### src/rtl/cpu_sequencer.sv
// -----------------------------------------------------------------------------
// cpu_sequencer
//
// Instruction-cycle controller for the 8-bit CPU. It steps through a fixed
// 8-phase fetch/execute cycle. It decodes the opcode held in the instruction
// register, together with the accumulator zero flag, into per-phase control
// strobes for the PC, the address mux, memory, the IR and the accumulator.
//
// Phases: 0 INST_ADDR, 1 INST_FETCH, 2 INST_LOAD, 3 IDLE,
//         4 OP_ADDR,   5 OP_FETCH,   6 ALU_OP,    7 STORE
//
// Ports:
//   clk     in   system clock, rising edge
//   rst     in   synchronous active-low reset
//   step    in   single-step request (present only with CPU_SINGLE_STEP_EN)
//   opcode  in   OP_W-bit opcode from the IR (meaningful in phases 4-7)
//   zero    in   accumulator == 0
//   sel     out  address mux: 1 = PC, 0 = IR address
//   rd      out  memory read enable
//   ld_ir   out  instruction register load strobe
//   inc_pc  out  PC increment
//   ld_pc   out  PC load from the IR address field
//   ld_ac   out  accumulator load
//   wr      out  memory write strobe
//   data_e  out  accumulator drives the data bus
//   halt    out  processor halted (sticky until reset)
//
// Optional feature, macro CPU_SINGLE_STEP_EN:
//   Adds the step input and a WAIT state. The sequencer enters WAIT on reset
//   and after every phase 7. It leaves WAIT for phase 0 on the cycle after
//   step=1 is sampled.
//
// All outputs are a combinational decode of the state (phase, halted, wait)
// and the live opcode/zero inputs. There are no output registers.
// -----------------------------------------------------------------------------
module cpu_sequencer #(
  parameter int OP_W = 3
) (
  input  logic            clk,
  input  logic            rst,
`ifdef CPU_SINGLE_STEP_EN
  input  logic            step,
`endif
  input  logic [OP_W-1:0] opcode,
  input  logic            zero,
  output logic            sel,
  output logic            rd,
  output logic            ld_ir,
  output logic            inc_pc,
  output logic            ld_pc,
  output logic            ld_ac,
  output logic            wr,
  output logic            data_e,
  output logic            halt
);

  if (OP_W != 3) begin : g_bad_op_w
    $error("cpu_sequencer: OP_W must be 3");
  end

  typedef enum logic [2:0] {
    OP_HLT = 3'd0,
    OP_SKZ = 3'd1,
    OP_ADD = 3'd2,
    OP_AND = 3'd3,
    OP_XOR = 3'd4,
    OP_LDA = 3'd5,
    OP_STO = 3'd6,
    OP_JMP = 3'd7
  } opcode_e;

  typedef enum logic [2:0] {
    PH_INST_ADDR  = 3'd0,
    PH_INST_FETCH = 3'd1,
    PH_INST_LOAD  = 3'd2,
    PH_IDLE       = 3'd3,
    PH_OP_ADDR    = 3'd4,
    PH_OP_FETCH   = 3'd5,
    PH_ALU_OP     = 3'd6,
    PH_STORE      = 3'd7
  } phase_e;

  phase_e phase_q, phase_d;
  logic   halted_q, halted_d;
`ifdef CPU_SINGLE_STEP_EN
  logic   wait_q, wait_d;
`endif

  logic is_aluop, is_skz, is_sto, is_jmp, is_hlt;

  always_comb begin
    is_aluop = (opcode == OP_ADD) || (opcode == OP_AND) ||
               (opcode == OP_XOR) || (opcode == OP_LDA);
    is_skz   = (opcode == OP_SKZ);
    is_sto   = (opcode == OP_STO);
    is_jmp   = (opcode == OP_JMP);
    is_hlt   = (opcode == OP_HLT);
  end

  // ---------------------------------------------------------------------------
  // Next-state logic
  // ---------------------------------------------------------------------------
  always_comb begin
    // NOTE: every combinational output gets a default first, so no path can
    // leave it unassigned and infer a latch.
    phase_d  = phase_q;
    halted_d = halted_q;
`ifdef CPU_SINGLE_STEP_EN
    wait_d   = wait_q;
`endif
    if (halted_q) begin
      // Frozen at OP_FETCH until reset.
      phase_d = phase_q;
    end
`ifdef CPU_SINGLE_STEP_EN
    else if (wait_q) begin
      if (step) begin
        wait_d  = 1'b0;
        phase_d = PH_INST_ADDR;
      end
    end
`endif
    else begin
      // HLT still lets the phase-4 PC increment happen, so the PC ends up
      // past the HLT. The halt takes effect as phase 5 begins.
      if (phase_q == PH_OP_ADDR && is_hlt) begin
        halted_d = 1'b1;
      end
      if (phase_q == PH_STORE) begin
        phase_d = PH_INST_ADDR;
`ifdef CPU_SINGLE_STEP_EN
        wait_d  = 1'b1;
`endif
      end else begin
        phase_d = phase_e'(phase_q + 3'd1);
      end
    end
  end

  // ---------------------------------------------------------------------------
  // State registers
  // ---------------------------------------------------------------------------
  always_ff @(posedge clk) begin
    // NOTE: sequential state uses non-blocking assignments only. Every
    // register here is control state and is reset. There is no storage array
    // that could go without a reset.
    if (!rst) begin
      phase_q  <= PH_INST_ADDR;
      halted_q <= 1'b0;
`ifdef CPU_SINGLE_STEP_EN
      wait_q   <= 1'b1;
`endif
    end else begin
      phase_q  <= phase_d;
      halted_q <= halted_d;
`ifdef CPU_SINGLE_STEP_EN
      wait_q   <= wait_d;
`endif
    end
  end

  // ---------------------------------------------------------------------------
  // Output decode
  // ---------------------------------------------------------------------------
  always_comb begin
    sel    = 1'b0;
    rd     = 1'b0;
    ld_ir  = 1'b0;
    inc_pc = 1'b0;
    ld_pc  = 1'b0;
    ld_ac  = 1'b0;
    wr     = 1'b0;
    data_e = 1'b0;
    halt   = halted_q;
    if (halted_q) begin
      halt = 1'b1;
    end
`ifdef CPU_SINGLE_STEP_EN
    else if (wait_q) begin
      sel = 1'b1;
    end
`endif
    else begin
      case (phase_q)
        PH_INST_ADDR: begin
          sel = 1'b1;
        end
        PH_INST_FETCH: begin
          sel = 1'b1;
          rd  = 1'b1;
        end
        PH_INST_LOAD, PH_IDLE: begin
          sel   = 1'b1;
          rd    = 1'b1;
          ld_ir = 1'b1;
        end
        PH_OP_ADDR: begin
          inc_pc = 1'b1;
        end
        PH_OP_FETCH: begin
          rd = is_aluop;
        end
        PH_ALU_OP: begin
          rd     = is_aluop;
          inc_pc = is_skz && zero;
          ld_pc  = is_jmp;
          data_e = is_sto;
        end
        PH_STORE: begin
          // The PC gives load priority, so ld_pc and inc_pc together on JMP
          // is a plain jump.
          rd     = is_aluop;
          ld_ac  = is_aluop;
          ld_pc  = is_jmp;
          inc_pc = is_jmp;
          wr     = is_sto;
          data_e = is_sto;
        end
        default: begin
          sel = 1'b0;
        end
      endcase
    end
  end

endmodule

### config.mk
export PLATFORM = sky130hd
export DESIGN_NAME = cpu_sequencer
export DESIGN_NICKNAME = d
export VERILOG_FILES = /design/src/rtl/cpu_sequencer.sv
export SDC_FILE = /design/constraint.sdc
export NUM_CORES = 1
export LEC_CHECK = 0
export BUFFER_PORTS_ARGS = -buffer_cell sky130_fd_sc_hd__buf_2
export CAP_MARGIN = 20
export CORE_AREA = 2 2 39 41
export CTS_CLUSTER_DIAMETER = 50
export CTS_CLUSTER_SIZE = 28
export DETAILED_ROUTE_END_ITERATION = 8
export DIE_AREA = 0 0 41 43
export GPL_TIMING_DRIVEN = 0
export PLACE_DENSITY_LB_ADDON = 0.08
export SYNTH_ARGS = -nofsm -noshare
export SYNTH_HDL_FRONTEND = slang
export SYNTH_SLANG_ARGS = --single-unit
### constraint.sdc
create_clock -name clk -period 3.6 [get_ports clk]
set_input_delay 0.9 -clock clk [delete_from_list [all_inputs] [get_ports clk]]
set_output_delay 0.9 -clock clk [all_outputs]
set_load 0.05 [all_outputs]
==> key figures <==
Setup path
  • Critical Path RT: between 2 and 3 ns
  • Worst setup EP type: output port
  • Critical path buffers and inverters: 2
  • Setup crit start kind: input port
  • CP cell instances: buf_2, nor2_1, nand4_1, a2111oi_2, buf_2
  • Worst path depth: 5
  • Setup Crit Path Kind: in2out
  • Crit-path max cell delay: 0.31 ns
  • Reg2reg path depth: 4
  • Crit path max-delay family: buffers and inverters
  • Most frequent CP cell: buf_2
  • CP max stage cell: buf_2
  • Worst Path Max Fanout: 5
  • Arrival @ worst endpoint: about 1.9 ns

Yosys
  • Top-area cell type share of the netlist area: between 20% and 30%
  • Register area share after synthesis: 23.4%
  • Cells after synthesis: 41
  • Post-synth cell types: 23
  • Post-synth top area cell: dfxtp_1
  • Mean post-synth cell area: 8.33 um2
  • Area contributors post-synth: dfxtp_1 23%, ha_1 18%, nor2_1 5.5%
  • Post-Syn Area: roughly 340 um2
  • Syn_nets: 52
  • Yosys reg bits: 4
  • Syn. warnings: 0

CTS
  • CTS Buffer Depth: 2
  • Clock Latency Late Sink: about 0.23 ns
  • Clock Tree Root: clkbuf_4
  • H-tree levels: 1
  • CTS Hold Bufs: 0
  • Clock transition at path regs: 0.03 ns
  • Setup repair bufs after CTS: 0
  • Post-cts resize count: 0
  • Clock sinks: 4
  • CTS tree: done
  • CTS Buf Count: 3

STA
  • Max_slew headroom: about four fifths
  • RSZ-0062 raised after global routing: no
  • Final Max Slew Viols: 0
  • Fin. Hold Viols: 0
  • Tightest Pin Transition: 0.301 ns
  • Setup TNS: 0 ns
  • Final setup vio count: 0
  • Clock skew: roughly 0.00045 ns
  • Minimum clock period: around 2.8 ns
  • Final period util: between 70% and 80%
  • F_max: around 360 MHz

Routing
  • Routed length on met3: about 46 um
  • Routed Antenna Nets: 0
  • Vias/cell: roughly 4.6
  • Vias: around 340
  • DRC viols: 0
  • Routed wl met2: roughly 380 um
  • DRT Wirelength: between 700 and 800 um
  • Total iterations of the first detailed-routing run: 4
  • DR iter-0 viols: 1
  • WL per Instance: between 10 and 15 um
  • Met1 Routed Length: around 360 um
  • DR top layer: met3

Run status
  • Run status: completed

Floorplan
  • Core area: between 0.001 and 0.0015 mm2
  • Row cnt: 14
  • Die area: around 0.0018 mm2
  • # IOs: 15
  • Die span in x: around 40 um
  • Starting Density: about 25%
  • Die height: about 43 um

Pwr
  • Net Sw Power: around 58 uW
  • Max VDD drop: 0.115 mV
  • Power per cell area: between 300 and 400 mW/mm2
  • Clock network power share: between 30 and 40%
  • Cell internal pwr: between 100 and 150 uW
  • Logic pwr share: between 30% and 40%
  • LEAKAGE: around 0.00021 uW
  • Switching share of power: 35.9%
  • Sequential share of power: between 30% and 40%

Finish
  • Commonest cells after routing, fill and taps aside: 15 x buf_2, 5 x nor2_1, 5 x ha_1
  • Commonest non-fill, non-tap cell in the layout: buf_2
  • Layout fillers: between 150 and 200
  • Area Overhead vs Synth: 33.0%
  • Layout cells sized above 1: 39.7%
  • Antenna fix cells: 0
  • Layout net count: 71
  • Core Util, Final: roughly 33%

GRT
  • First-pass GRT wire length: roughly 1200 um
  • GRT Total Usage: 10.1%
  • Largest net degree at the start of global routing: 11
  • Grt total ovfl: 0
  • Vias in the first global route: between 300 and 400
  • Antenna violations before repair: 0

Placed design
  • Routability cong.: 0.641
  • Detailed Place HPWL: 633 um
  • Number of I/O port buffers: 14

Hold path
  • Hold Crit Class: reg2reg
  • Worst Hold Depth: 2

Flow run
  • MaxCap Viol Count: 0
[worst reg2reg max path, cell delays in order (launching register included)]
cell     delay, ns
dfxtp_1       0.44
inv_2         0.09
ha_1          0.22
and4b_1       0.22
o21a_1        0.16
[kinds of logic after synthesis]
family	after synthesis	synth area share, %
buf+inv	4	4.76
simple gates	19	33.0
mux	1	2.93
compound gates	7	15.0
flops	4	23.4
xor+xnor	1	2.56
fa+ha+maj	5	18.3
[area by class of cell]
cell class | count | area, um2 | share of cell area, %
flip-flops and latches | 4 | 80.1 | 17.6
repair buffers | 14 | 70.1 | 15.4
clock buffers | 3 | 22.5 | 4.96
plain buffers | 1 | 5.00 | 1.10
inverters | 3 | 11.3 | 2.48
well taps | 16 | 20.0 | 4.41
multi-input cells | 33 | 245 | 54.0
[power by group through the flow]
stage / clock, uW / combinational, uW / sequential [uW]
after detailed placement: 0 / 54.0 / 54.6
after floorplan: 0 / 40.2 / 53.1
final: 52.9 / 53.5 / 53.8
after global routing: 58.5 / 58.8 / 54.5
after CTS: 56.3 / 54.4 / 53.9
after global placement: 0 / 54.1 / 54.8
[metal layers]
layer  up-vias  global-route usage [%]
met5         -                       0
met2        10                    15.9
met3         0                    1.57
li1        180                       -
met4         0                    6.00
met1       153                    11.9
[registers in the layout, indices dropped and copies added (netlist names)]
| name | cells |
|---|---|
| phase_q | 3 |
| halted_q | 1 |
[through the flow]
stage / area [um2] / instances / total power, uW / setup WS, ns / hold WS [ns]
2_1_floorplan: 342 / 41 / 93.3 / 0.460 / 0.554
3_5_place_dp: 432 / 71 / 109 / 0.786 / 0.589
4_1_cts: 454 / 74 / 165 / 0.781 / 0.592
6_report: 454 / 74 / 160 / 0.787 / 0.587
5_1_grt: 454 / 74 / 172 / 0.670 / 0.670
3_3_place_gp: 432 / 71 / 109 / 0.789 / 0.605
[Yosys cell counts, drive strengths merged]
cell	count
nand2b	1
ha	5
nand4	1
mux2i	1
a31oi	1
inv	3
a2111oi	1
nor3	4
nor2	5
nand2	1
or3	1
and4b	1
nor3b	1
nor2b	3
buf	1
a211oi	1
nand3	1
dfxtp	4
a21oi	3
o21a	1
xnor2	1
[path summary, 6_finish.rpt]
kind / to / slack [ns] / from
worst max-delay path: inc_pc / 0.79 / opcode[2]
worst min-delay path: phase_q[0] / 0.59 / phase_q[0]
worst max register to register: halted_q / 2.36 / phase_q[1]
worst min register to register: phase_q[0] / 0.59 / phase_q[0]
Power figures use the tool's default switching activity.
